<file path="src/rtl/div_unit_if.sv">
// Request/result bundle between the execute stage and the iterative divider.
// Latency: none, wires only.
// Backpressure: the requester holds off new starts while div_busy is high.
interface div_unit_if #(
    parameter int DATA_WIDTH = 32
);
    logic                  div_start;
    logic                  div_signed;
    logic [DATA_WIDTH-1:0] div_a;
    logic [DATA_WIDTH-1:0] div_b;
    logic                  div_cancel;
    logic                  div_busy;
    logic                  div_done;
    logic [DATA_WIDTH-1:0] div_q;
    logic [DATA_WIDTH-1:0] div_r;
    logic                  div_zero;

    // Pipeline side: issues requests, consumes results.
    modport master (
        output div_start, div_signed, div_a, div_b, div_cancel,
        input  div_busy, div_done, div_q, div_r, div_zero
    );

    // Divider side: consumes requests, produces results.
    modport slave (
        input  div_start, div_signed, div_a, div_b, div_cancel,
        output div_busy, div_done, div_q, div_r, div_zero
    );
endinterface

</file>
<file path="src/rtl/div_unit.sv">
// Iterative restoring divider for DIV/DIVU: quotient on div_q (LO), remainder on div_r (HI).
// Latency: 34 edges start-to-done (2 for a zero divisor), independent of operand values.
// Backpressure: div_busy high while working; starts during busy are ignored, cancel aborts silently.
module div_unit #(
    parameter int DATA_WIDTH = 32
) (
    input  logic       clk,
    input  logic       resetn,
    div_unit_if.slave  bus
);
    localparam int W  = DATA_WIDTH;
    localparam int CW = $clog2(DATA_WIDTH);

    typedef enum logic [1:0] {
        IDLE = 2'd0,
        CALC = 2'd1,
        FIX  = 2'd2
    } state_t;

    state_t         state;
    state_t         state_nxt;

    // Iteration datapath: dividend shifts out MSB first into the partial remainder.
    logic [W-1:0]   dvd;
    logic [W-1:0]   dsr;
    logic [W-1:0]   quo;
    logic [W:0]     rem;
    logic [CW-1:0]  cnt;
    logic           q_neg;
    logic           r_neg;
    logic           zero_flag;

    // Control strobes decoded from the state.
    logic           accept;
    logic           step;
    logic           commit;

    // Operand conditioning and one restoring step.
    logic           a_neg;
    logic           b_neg;
    logic [W-1:0]   a_mag;
    logic [W-1:0]   b_mag;
    logic           b_is_zero;
    logic [W:0]     rem_sh;
    logic [W:0]     rem_sub;
    logic           rem_ge;

    // The partial remainder never exceeds the divisor, so its top bit is never shifted onward.
    logic           rem_top_unused;
    assign rem_top_unused = rem[W];

    // Strip signs for DIV so the iteration works on magnitudes; 2^31 still fits in W bits.
    always_comb begin
        a_neg     = bus.div_signed & bus.div_a[W-1];
        b_neg     = bus.div_signed & bus.div_b[W-1];
        a_mag     = a_neg ? -bus.div_a : bus.div_a;
        b_mag     = b_neg ? -bus.div_b : bus.div_b;
        b_is_zero = (bus.div_b == '0);
    end

    // One restoring step: shift in the next dividend bit, subtract the divisor if it fits.
    always_comb begin
        rem_sh  = {rem[W-1:0], dvd[W-1]};
        rem_ge  = (rem_sh >= {1'b0, dsr});
        rem_sub = rem_sh - {1'b0, dsr};
    end

    // State register.
    always_ff @(posedge clk or negedge resetn) begin
        if (!resetn) begin
            state <= IDLE;
        end else begin
            state <= state_nxt;
        end
    end

    // Next-state logic; cancel beats a same-cycle start and aborts CALC/FIX.
    always_comb begin
        state_nxt = state;
        case (state)
            IDLE: begin
                if (bus.div_start && !bus.div_cancel) begin
                    state_nxt = b_is_zero ? FIX : CALC;
                end
            end
            CALC: begin
                if (bus.div_cancel) begin
                    state_nxt = IDLE;
                end else if (cnt == '0) begin
                    state_nxt = FIX;
                end
            end
            FIX: begin
                state_nxt = IDLE;
            end
            default: begin
                state_nxt = IDLE;
            end
        endcase
    end

    // Output/strobe decode: busy is purely combinational from the state.
    always_comb begin
        bus.div_busy = (state != IDLE);
        accept       = (state == IDLE) && bus.div_start && !bus.div_cancel;
        step         = (state == CALC) && !bus.div_cancel;
        commit       = (state == FIX)  && !bus.div_cancel;
    end

    // Operand latch on accept, then one quotient bit per CALC cycle.
    always_ff @(posedge clk or negedge resetn) begin
        if (!resetn) begin
            dvd       <= '0;
            dsr       <= '0;
            quo       <= '0;
            rem       <= '0;
            cnt       <= '0;
            q_neg     <= 1'b0;
            r_neg     <= 1'b0;
            zero_flag <= 1'b0;
        end else if (accept) begin
            // A zero divisor skips CALC; keep the raw dividend for the remainder.
            dvd       <= b_is_zero ? bus.div_a : a_mag;
            dsr       <= b_mag;
            quo       <= '0;
            rem       <= '0;
            cnt       <= CW'(W - 1);
            q_neg     <= a_neg ^ b_neg;
            r_neg     <= a_neg;
            zero_flag <= b_is_zero;
        end else if (step) begin
            dvd <= {dvd[W-2:0], 1'b0};
            rem <= rem_ge ? rem_sub : rem_sh;
            quo <= {quo[W-2:0], rem_ge};
            if (cnt != '0) begin
                cnt <= cnt - CW'(1);
            end
        end
    end

    // Result registers: written only in an uncancelled FIX, held otherwise.
    always_ff @(posedge clk or negedge resetn) begin
        if (!resetn) begin
            bus.div_done <= 1'b0;
            bus.div_q    <= '0;
            bus.div_r    <= '0;
            bus.div_zero <= 1'b0;
        end else begin
            bus.div_done <= commit;
            if (commit) begin
                if (zero_flag) begin
                    bus.div_q    <= '1;
                    bus.div_r    <= dvd;
                    bus.div_zero <= 1'b1;
                end else begin
                    bus.div_q    <= q_neg ? -quo : quo;
                    bus.div_r    <= r_neg ? -rem[W-1:0] : rem[W-1:0];
                    bus.div_zero <= 1'b0;
                end
            end
        end
    end
endmodule

</file>
<file path="src/flat_wrapper.sv">
// flat-port wrapper written by rule: the top's interface ports become plain ports
module div_unit_flat 
#(
    parameter int DATA_WIDTH = 32
)
  (clk, resetn, bus_div_start, bus_div_signed, bus_div_a, bus_div_b, bus_div_cancel, bus_div_busy, bus_div_done, bus_div_q, bus_div_r, bus_div_zero);
  div_unit_if #(.DATA_WIDTH(DATA_WIDTH)) bus_i ();
  input  logic clk;
  input  logic resetn;
  input wire logic [$bits(bus_i.div_start)-1:0] bus_div_start;
  input wire logic [$bits(bus_i.div_signed)-1:0] bus_div_signed;
  input wire logic [$bits(bus_i.div_a)-1:0] bus_div_a;
  input wire logic [$bits(bus_i.div_b)-1:0] bus_div_b;
  input wire logic [$bits(bus_i.div_cancel)-1:0] bus_div_cancel;
  output wire logic [$bits(bus_i.div_busy)-1:0] bus_div_busy;
  output wire logic [$bits(bus_i.div_done)-1:0] bus_div_done;
  output wire logic [$bits(bus_i.div_q)-1:0] bus_div_q;
  output wire logic [$bits(bus_i.div_r)-1:0] bus_div_r;
  output wire logic [$bits(bus_i.div_zero)-1:0] bus_div_zero;
  assign bus_i.div_start = bus_div_start;
  assign bus_i.div_signed = bus_div_signed;
  assign bus_i.div_a = bus_div_a;
  assign bus_i.div_b = bus_div_b;
  assign bus_i.div_cancel = bus_div_cancel;
  assign bus_div_busy = bus_i.div_busy;
  assign bus_div_done = bus_i.div_done;
  assign bus_div_q = bus_i.div_q;
  assign bus_div_r = bus_i.div_r;
  assign bus_div_zero = bus_i.div_zero;
  div_unit #(.DATA_WIDTH(DATA_WIDTH)) u_core (.clk(clk), .resetn(resetn), .bus(bus_i));
endmodule
</file>
<file path="config.mk">
export PLATFORM = sky130hd
export DESIGN_NAME = div_unit_flat
export DESIGN_NICKNAME = d
export VERILOG_FILES = /design/src/rtl/div_unit_if.sv /design/src/rtl/div_unit.sv /design/src/flat_wrapper.sv
export SDC_FILE = /design/constraint.sdc
export NUM_CORES = 1
export LEC_CHECK = 0
export BUFFER_PORTS_ARGS = -buffer_cell sky130_fd_sc_hd__buf_2
export CAP_MARGIN = 20
export CORE_MARGIN = 4
export CORE_UTILIZATION = 60
export DETAILED_ROUTE_END_ITERATION = 12
export PLACE_DENSITY = 0.81
export SLEW_MARGIN = 25
export SYNTH_ARGS = -nofsm -noshare
export SYNTH_HDL_FRONTEND = slang
export SYNTH_SLANG_ARGS = --single-unit
</file>
<file path="constraint.sdc">
create_clock -name clk -period 5.5 [get_ports clk]
set_input_delay 0 -clock clk [delete_from_list [all_inputs] [get_ports clk]]
set_output_delay 0 -clock clk [all_outputs]
set_load 0.02 [all_outputs]
</file>
-- After elaboration in Yosys (flattened, before gate mapping)
Cells that the tools add are included.
- register bits: 204
- input port bits: 69
- output and inout port bits: 67
- logic and storage cells: 65
- $add $sub $neg: 6
- magnitude comparators: 1
- eq/ne operators: 4
- mux-type cells: 23
- bitwise gates (word level): 3
- reduce and logical (&&, ||, !) cells: 15
- operator list (cell ; number):
    $mux 32 ; 14
    $neg 32->32 ; 4
    $ge 33x32->1 ; 1
    $logic_not 32->1 ; 1
    $sub 32x32->32 ; 1
    $mux 5 ; 3
    $mux 2 ; 4
    $reduce_bool 2->1 ; 3
    $logic_and 1x1->1 ; 5
    $logic_not 5->1 ; 1
    $reduce_bool 5->1 ; 1
    $sub 5x1->5 const B ; 1
    $pmux 2 s2 ; 1
    $reduce_and 2->1 ; 2
    $ne 3x2->1 const B ; 1
    $and 1x1->1 ; 2
    $eq 2x1->1 const B ; 1
    $eq 2x2->1 const B ; 1
    $logic_not 2->1 ; 1
    $ne 2x1->1 const B ; 1
    $logic_not 1->1 ; 1
    $mux 1 ; 1
    $xor 1x1->1 ; 1

-- Longest topological paths before layout
Gate-level depths: netlist of the first run.
- depth in word-level cells: 5
- gate-level depth with buffers: 14
- depth with buffers taken out: 13

-- Worst setup path after synthesis of the first run
No wires, ideal clock.
- path kind: register to register
- start: register u_core.rem[5]
- end: register u_core.bus.div_r[28]
- library setup time: 0.126 ns
- arrival: 2.924 ns
- data required time: 5.374 ns
- slack: 2.450 ns
- stages on the path, launching flop included: 10
- clock period less this slack: 3.050 ns
- path through: dfrtp_1 nor4_4 nand3b_2 nand2b_4 or4_4 or3_4 or4_4 o21ai_2 xnor2_1 a221o_1
- cells in the longest elaborated chain, start to end: 3
- ends and longest elaborated chain (item ; RTL line ; RTL):
    start: declaration ; div_unit.sv:27 ; logic [W:0] rem;
    start signal: assignment ; div_unit.sv:133 ; rem <= rem_ge ? rem_sub : rem_sh;
    $neg 32->32 ; div_unit.sv:157 ; bus.div_r <= r_neg ? -rem[W-1:0] : rem[W-1:0];
    $mux 32 ; div_unit.sv:157 ;
    $mux 32 ; div_unit.sv:151 ; if (zero_flag) begin
    end signal: assignment ; div_unit.sv:153 ; bus.div_r <= dvd;
    end signal: assignment ; div_unit.sv:157 ;
    end: declaration ; div_unit_if.sv:27 ; output div_busy, div_done, div_q, div_r, div_zero
Every way passes these cells.
A chain may end at the register's enable or synchronous reset.

-- Worst setup path in the final report of the first run
- start: input port bus_div_b[5]
- end: register u_core.dvd[12]
- cells in the longest elaborated chain, start to end: 3
- ends and longest elaborated chain (item ; RTL line ; RTL):
    start: declaration ; flat_wrapper.sv:13 ; input wire logic [$bits(bus_i.div_b)-1:0] bus_div_b;
    $logic_not 32->1 ; div_unit.sv:58 ; b_is_zero = (bus.div_b == '0);
    $mux 32 ; div_unit.sv:123 ; dvd <= b_is_zero ? bus.div_a : a_mag;
    $mux 32 ; div_unit.sv:121 ; end else if (accept) begin
    end signal: assignment ; div_unit.sv:123 ;
    end signal: assignment ; div_unit.sv:132 ; dvd <= {dvd[W-2:0], 1'b0};
    end: declaration ; div_unit.sv:24 ; logic [W-1:0] dvd;
Every way passes these cells.

==> results of run 1 <==
[area by class of cell]
type	count	area (um^2)	area share, %
multi-input cells	1209	7160	46.8
well taps	275	344	2.25
inverters	62	233	1.52
clock buffers	38	724	4.74
repair buffers	234	1650	10.8
flip-flops and latches	204	5110	33.4
clock inverters	6	80.1	0.524
[through the flow]
| step | hold WS, ns | utilization, % | std cells |
|---|---|---|---|
| global route | 0.0690 | 72.7 | 2028 |
| global placement | 0.187 | 64.7 | 1896 |
| finish | 0.0623 | 72.7 | 2028 |
| CTS | 0.0405 | 72.7 | 2028 |
| floorplan | -0.296 | - | 1567 |
| detailed placement | 0.201 | 64.7 | 1896 |
[kinds of logic (layout without fill, tap and decap cells)]
| logic type | Yosys count | after routing | synth area share (%) |
|---|---|---|---|
| buf+inv | 154 | 340 | 4.78 |
| fa+ha+maj | 39 | 39 | 3.86 |
| xor+xnor | 148 | 148 | 10.1 |
| simple gates | 570 | 570 | 20.4 |
| compound gates | 424 | 424 | 18.9 |
| mux | 28 | 28 | 2.21 |
| flops | 204 | 204 | 39.8 |
[state kept, by name, indices dropped and copies added (netlist names)]
signal and cells:
u_core.bus.div_q 32, u_core.bus.div_done 1, u_core.zero_flag 1, u_core.bus.div_zero 1, u_core.bus.div_r 32, u_core.quo 32, u_core.state 2, u_core.r_neg 1
u_core.q_neg 1, u_core.rem 32, u_core.cnt 5, u_core.dvd 32, u_core.dsr 32
[path summary, 6_finish.rpt]
kind                                           start              endpoint  slack [ns]  cells after the start
worst min register to register  u_core.bus.div_q[26]  u_core.bus.div_q[26]        0.46                      2
max in group asynchronous                     resetn  u_core.bus.div_r[26]        4.16                      3
min in group asynchronous                     resetn         u_core.quo[9]        0.16                      2
worst max register to register         u_core.rem[2]        u_core.rem[19]        1.98                      9
worst max-delay path                    bus_div_b[5]        u_core.dvd[12]        1.57                     12
worst min-delay path                   bus_div_start       u_core.state[1]        0.06                      3
[tightest hold or removal path: stages]
cell and delay, ns:
buf_2 0.13, a41oi_1 0.31, nor4_1 0.08
[metal layers]
metal	global-route usage, %	wire length, um	up-vias
li1	-	-	5754
met5	0	0	-
met1	37.9	14600	5847
met2	51.5	17800	459
met3	3.41	1910	148
met4	13.7	1880	0
[cells in the final DEF (no fill, tap or decap), types with 11 or more instances in the layout]
| master | instances |
|---|---|
| nand3_1 | 28 |
| o31ai_1 | 30 |
| xnor2_1 | 56 |
| a31oi_1 | 11 |
| dlygate4sd3_1 | 88 |
| nor3_1 | 27 |
| nand4_1 | 12 |
| xor2_1 | 92 |
| nor2_1 | 96 |
| o21ai_0 | 145 |
| mux2i_1 | 25 |
| and3_1 | 36 |
| nand2_1 | 292 |
| or3_1 | 18 |
| buf_4 | 11 |
| a21oi_1 | 168 |
| clkbuf_16 | 25 |
| a21o_1 | 14 |
| buf_2 | 134 |
| inv_1 | 61 |
| ha_1 | 38 |
| dfrtp_1 | 203 |
[timing repair]
action                    CTS  global route
hold endpoints to repair  178             0
hold buffers               88             0
gates resized for setup     0             0
[where the power goes]
part	switching, mW	internal [mW]
sequential	0.457	1.94
combinational	2.28	1.55
clock	0.629	0.993
total	3.37	4.48
==> reports/metrics.yaml, run 1 <==
sta:
  timing_hold_violations_final: 0
  setup_slack_ns: 1.57
  setup_viol: 0
  rsz0062_at_grt: "false"
  min_period_ns: 3.93
  max_slew_margin_pct: 35.2
  slew_violations: 0
  worst_slew_pin_slew_ns: 0.971
  setup_tns_ns: 0
  clock_skew_ns: 0.00948
  fmax_mhz: 254
  fin_crit_sh_pct: 71.5
floorplan:
  rows: 53
  ioPinCount: 136
  die_w_um: 154
  start_util_pct: 61.1
  design.core.area_um2: 21000
  die_y_um: 154
  die_area_um2: 23800
placed_design:
  globalplace.congestion: 0.923
  place_area_um2: 13600
  pre_cts_ws_ns: 2.08
  numPortBuffers: 135
  place_hpwl_um: 23500
grt:
  grt_pass1_vias: 12100
  grt_pass1_wl_um: 59800
  grt_max_degree: 114
  overflow: 0
  track_usage_pct: 29.9
  antenna_found_initial: 0
logic_synthesis:
  ys_top_cells_by_count: "nand2_1, dfrtp_1, a21oi_1, o21ai_0, nor2_1"
  ys.flop_type: "dfrtp_1"
  netlist_area_um2: 12800
  ys_warn_count: 0
  netlist_instances: 1567
  post_synth.cell_area_avg_um2: 8.19
  async_flop_share_pct: 100
  ys_seq_area_share_pct: 39.8
  netlist.area_leader.share_pct: 39.8
  syn_nets: 1675
  yosysUniqueCellTypes: 66
  synth_area_leaders: "dfrtp_1, nand2_1, a21oi_1"
  synth_top_area_cell: "dfrtp_1"
  synth_edf_count: 0
  yosysMostFrequentCell: "nand2_1"
  synth-seq-cells: 204
worst_setup_path:
  crit_arrival_ns: 4.29
  cp-start-kind: "input port"
  crit_path_top_delay_cell: "and3_1"
  crit_required_ns: 5.85
  end_kind: "flip-flop"
  critical_path.top_delay_family: "simple AND/OR/NAND/NOR gates"
  criticalPathCategory: "input port to flip-flop"
  path_buf_inv: 3
  path_cells: "dlygate4sd3_1 > buf_2 > nor4_2 > nand4_1 > nor4_2 > and3_1 > nand3_1 > and3_1 > o21ai_0 > xor2_1 > dlygate4sd3_1 > a21oi_1"
  critPathMaxFanout: 26
  slowest_delay_ns: 0.59
run_status:
  status: "complete, no violations"
cts:
  clkTransAtPathRegs_ns: 0.06
  clock_insertion_delay_worst_skew_ns: 0.52
  cts_root_buf: "clkbuf_16"
  postCtsSetupRepairBufs: 0
  clockBufferDepth: 3
  cts_made_buffers: 24
  htreeDepth: 1
  cts.sink_count: 204
  cts_tree: "built"
layout:
  drive_above_1_share_pct: 12.3
  fin_area_um2: 15300
  antennaDiodeCount: 0
  area_growth_pct: 19.1
  fill_cells: 1596
  nets: 1843
power:
  p_leak_nw: 7.16
  power_density_nw_per_um2: 514
  peakVddDrop_v: 0.000334
  total_power_mw: 7.85
detailed_routing:
  drt-pass1-iter-count: 6
  avgViaCountPerCell: 6.02
  vias: 12200
  route.detailed.drc: 0
  ant_nets: 0
  drt_iter0_drc: 906
  wl_per_cell_um: 17.9
  wl_um: 36200
min_path:
  min_path_type: "input port to flip-flop"
run:
  maxCapViolations: 0
Note: power is estimated with default switching activity, not from simulation.
==> inputs of run 2 (changes only) <==
- clock period: 5.5 -> 4 ns (I/O delays scaled with it)
==> reports/metrics.yaml, run 2 (synthesis gave the netlist of run 1 again) <==
run_status:
  status: "complete, no violations"
grt:
  grt_pass1_vias: 12200  # +0.59%
  grt_util_met3_pct: 3.97  # +0.56 points
  antenna_found_initial: 0  # unchanged
  use_met2_pct: 53.3  # +1.7 points
  top_usage_layer: "met2"
  grt_pass1_wl_um: 59600  # -0.40%
  overflow: 0  # unchanged
  track_usage_pct: 29.8  # -0.093 points
  met1_usage_pct: 36.7  # -1.3 points
  grt_max_degree: 105  # -7.9%
power:
  combPwrFrac_pct: 49.6  # +0.8 points
  p_seq_share_pct: 30.7  # +0.2 points
  peakVddDrop_v: 0.000497  # +49%
  switching_power_mw: 4.64  # +38%
  p_int_mw: 6.09  # +36%
  swShare_pct: 43.2  # +0.34 points
  power_density_nw_per_um2: 700  # +36%
  clockPowerShare_pct: 19.7  # -1.0 points
  p_leak_nw: 7.18  # +0.24%
min_path:
  min_path_type: "input port to async pin"
floorplan:
  die_w_um: 154  # unchanged
  die_y_um: 154  # unchanged
  start_util_pct: 61.1  # unchanged
  die_area_um2: 23800  # unchanged
  design.core.area_um2: 21000  # unchanged
  ioPinCount: 136  # unchanged
  rows: 53  # unchanged
layout:
  nets: 1849  # +0.33%
  ff_latch_area_um2: 5110  # unchanged
  area_growth_pct: 19.3
  fill_cells: 1562  # -2.1%
  final_common_cell: "nand2_1"
  multi_input_area_um2: 7170  # +0.19%
  final_cell_mix: "nand2_1, dfrtp_1, a21oi_1, o21ai_0, buf_2"
  antennaDiodeCount: 0  # unchanged
  drive_above_1_share_pct: 12.4  # +0.15 points
run:
  maxCapViolations: 0  # unchanged
cts:
  cts_tree: "built"
  clock_insertion_delay_worst_skew_ns: 0.52  # about the same
  postCtsSetupRepairBufs: 0  # unchanged
  clockBufferDepth: 3  # unchanged
  htreeDepth: 1  # unchanged
  cts.sink_count: 204  # unchanged
  clkTransAtPathRegs_ns: 0.06  # about the same
  cts_root_buf: "clkbuf_16"
  cts_made_buffers: 23  # -4.2%
sta:
  fin_crit_sh_pct: 94.9
  worst_slew_pin_slew_ns: 1.00  # +0.0303 ns
  min_period_ns: 3.80
  max_slew_margin_pct: 33.2  # -2.0 points
  setup_tns_ns: 0  # unchanged
  clock_skew_ns: 0.0113  # +0.00181 ns
  timing_hold_violations_final: 0  # unchanged
  rsz0062_at_grt: "false"
  fmax_mhz: 263
  slew_violations: 0  # unchanged
  holdWs_ns: 0.108  # +0.0453 ns
  setup_viol: 0  # unchanged
placed_design:
  place_hpwl_um: 23700  # +1.1%
  globalplace.congestion: 0.917  # -0.63%
  numPortBuffers: 135  # unchanged
detailed_routing:
  drt_iter0_drc: 969  # +7.0%
  wl_per_cell_um: 17.8  # -0.39%
  drt-pass1-iter-count: 5  # -1
  vias: 12200  # -0.24%
  wl_um: 36100  # -0.25%
  route.detailed.drc: 0  # unchanged
  ant_nets: 0  # unchanged
  avgViaCountPerCell: 6.00  # -0.38%
worst_setup_path:
  crit_start: "bus_div_b[0]"
  crit_required_ns: 4.37  # -1.48 ns
  criticalPathCategory: "input port to flip-flop"
  end_kind: "flip-flop"
  crit_arrival_ns: 4.16  # -0.13 ns
  cp-start-kind: "input port"
  reg2reg_from: "u_core.rem[2]"
  critPathMaxFanout: 26  # unchanged
[run 2: per-stage QoR]
stage	worst slack (ns)	std cells	cell area, um^2	utilization (%)	power [mW]
global placement	0.816	1901	13700	65.0	8.31
floorplan	0.950	1567	12800	-	6.97
global route	0.0102	2031	15300	72.9	11.5
finish	0.203	2031	15300	72.9	10.7
CTS	0.251	2031	15300	72.8	10.7
detailed placement	0.728	1901	13700	65.0	8.42
[run 2: worst paths after layout]
check / to / slack (ns) / cells after the start
setup / recovery: u_core.dvd[20] / 0.20 / 15
hold / removal: u_core.quo[3] / 0.11 / 2
setup reg to reg: u_core.rem[21] / 0.66 / 10
hold reg to reg: u_core.bus.div_q[26] / 0.46 / 2
max in group asynchronous: u_core.rem[31] / 2.78 / 3
min in group clk: u_core.cnt[0] / 0.28 / 4
[run 2: power groups by stage]
stage / registers (mW) / clock network, mW / logic [mW]
finish: 3.29 / 2.11 / 5.32
global route: 3.36 / 2.22 / 5.87
CTS: 3.27 / 2.13 / 5.26
detailed placement: 3.30 / 0 / 5.12
global placement: 3.26 / 0 / 5.05
floorplan: 3.45 / 0 / 3.52
[run 2: per-layer routing]
layer	share of wire, %	vias to the layer above
li1	-	5759
met1	39	5844
met2	51	450
met3	5.2	126
met4	4.1	0
met5	0	-
[run 2: final cells by class]
type,count,area share [%]
Multi-Input combinational cell,1209,46.8
Sequential cell,204,33.3
Timing Repair Buffer,241,11.2
Clock buffer,35,4.51
Tap cell,275,2.25
Inverter,62,1.52
Clock inverter,5,0.376
[run 2: what timing repair did]
action / in CTS / in global routing
endpoints found under the setup margin: 0 / 11
gates resized for setup: 0 / 1
hold buffers: 90 / 0
endpoints found under the hold margin: 155 / 0
[run 2: critical path: stages]
cell	delay, ns
dlygate4sd3_1	0.54
buf_2	0.13
inv_1	0.07
ha_1	0.19
nor3b_1	0.22
nand4_1	0.26
nor4_4	0.41
and3_1	0.41
nand3_1	0.11
buf_4	0.20
and3_1	0.50
o21ai_0	0.25
xor2_1	0.21
dlygate4sd3_1	0.58
a21oi_1	0.06
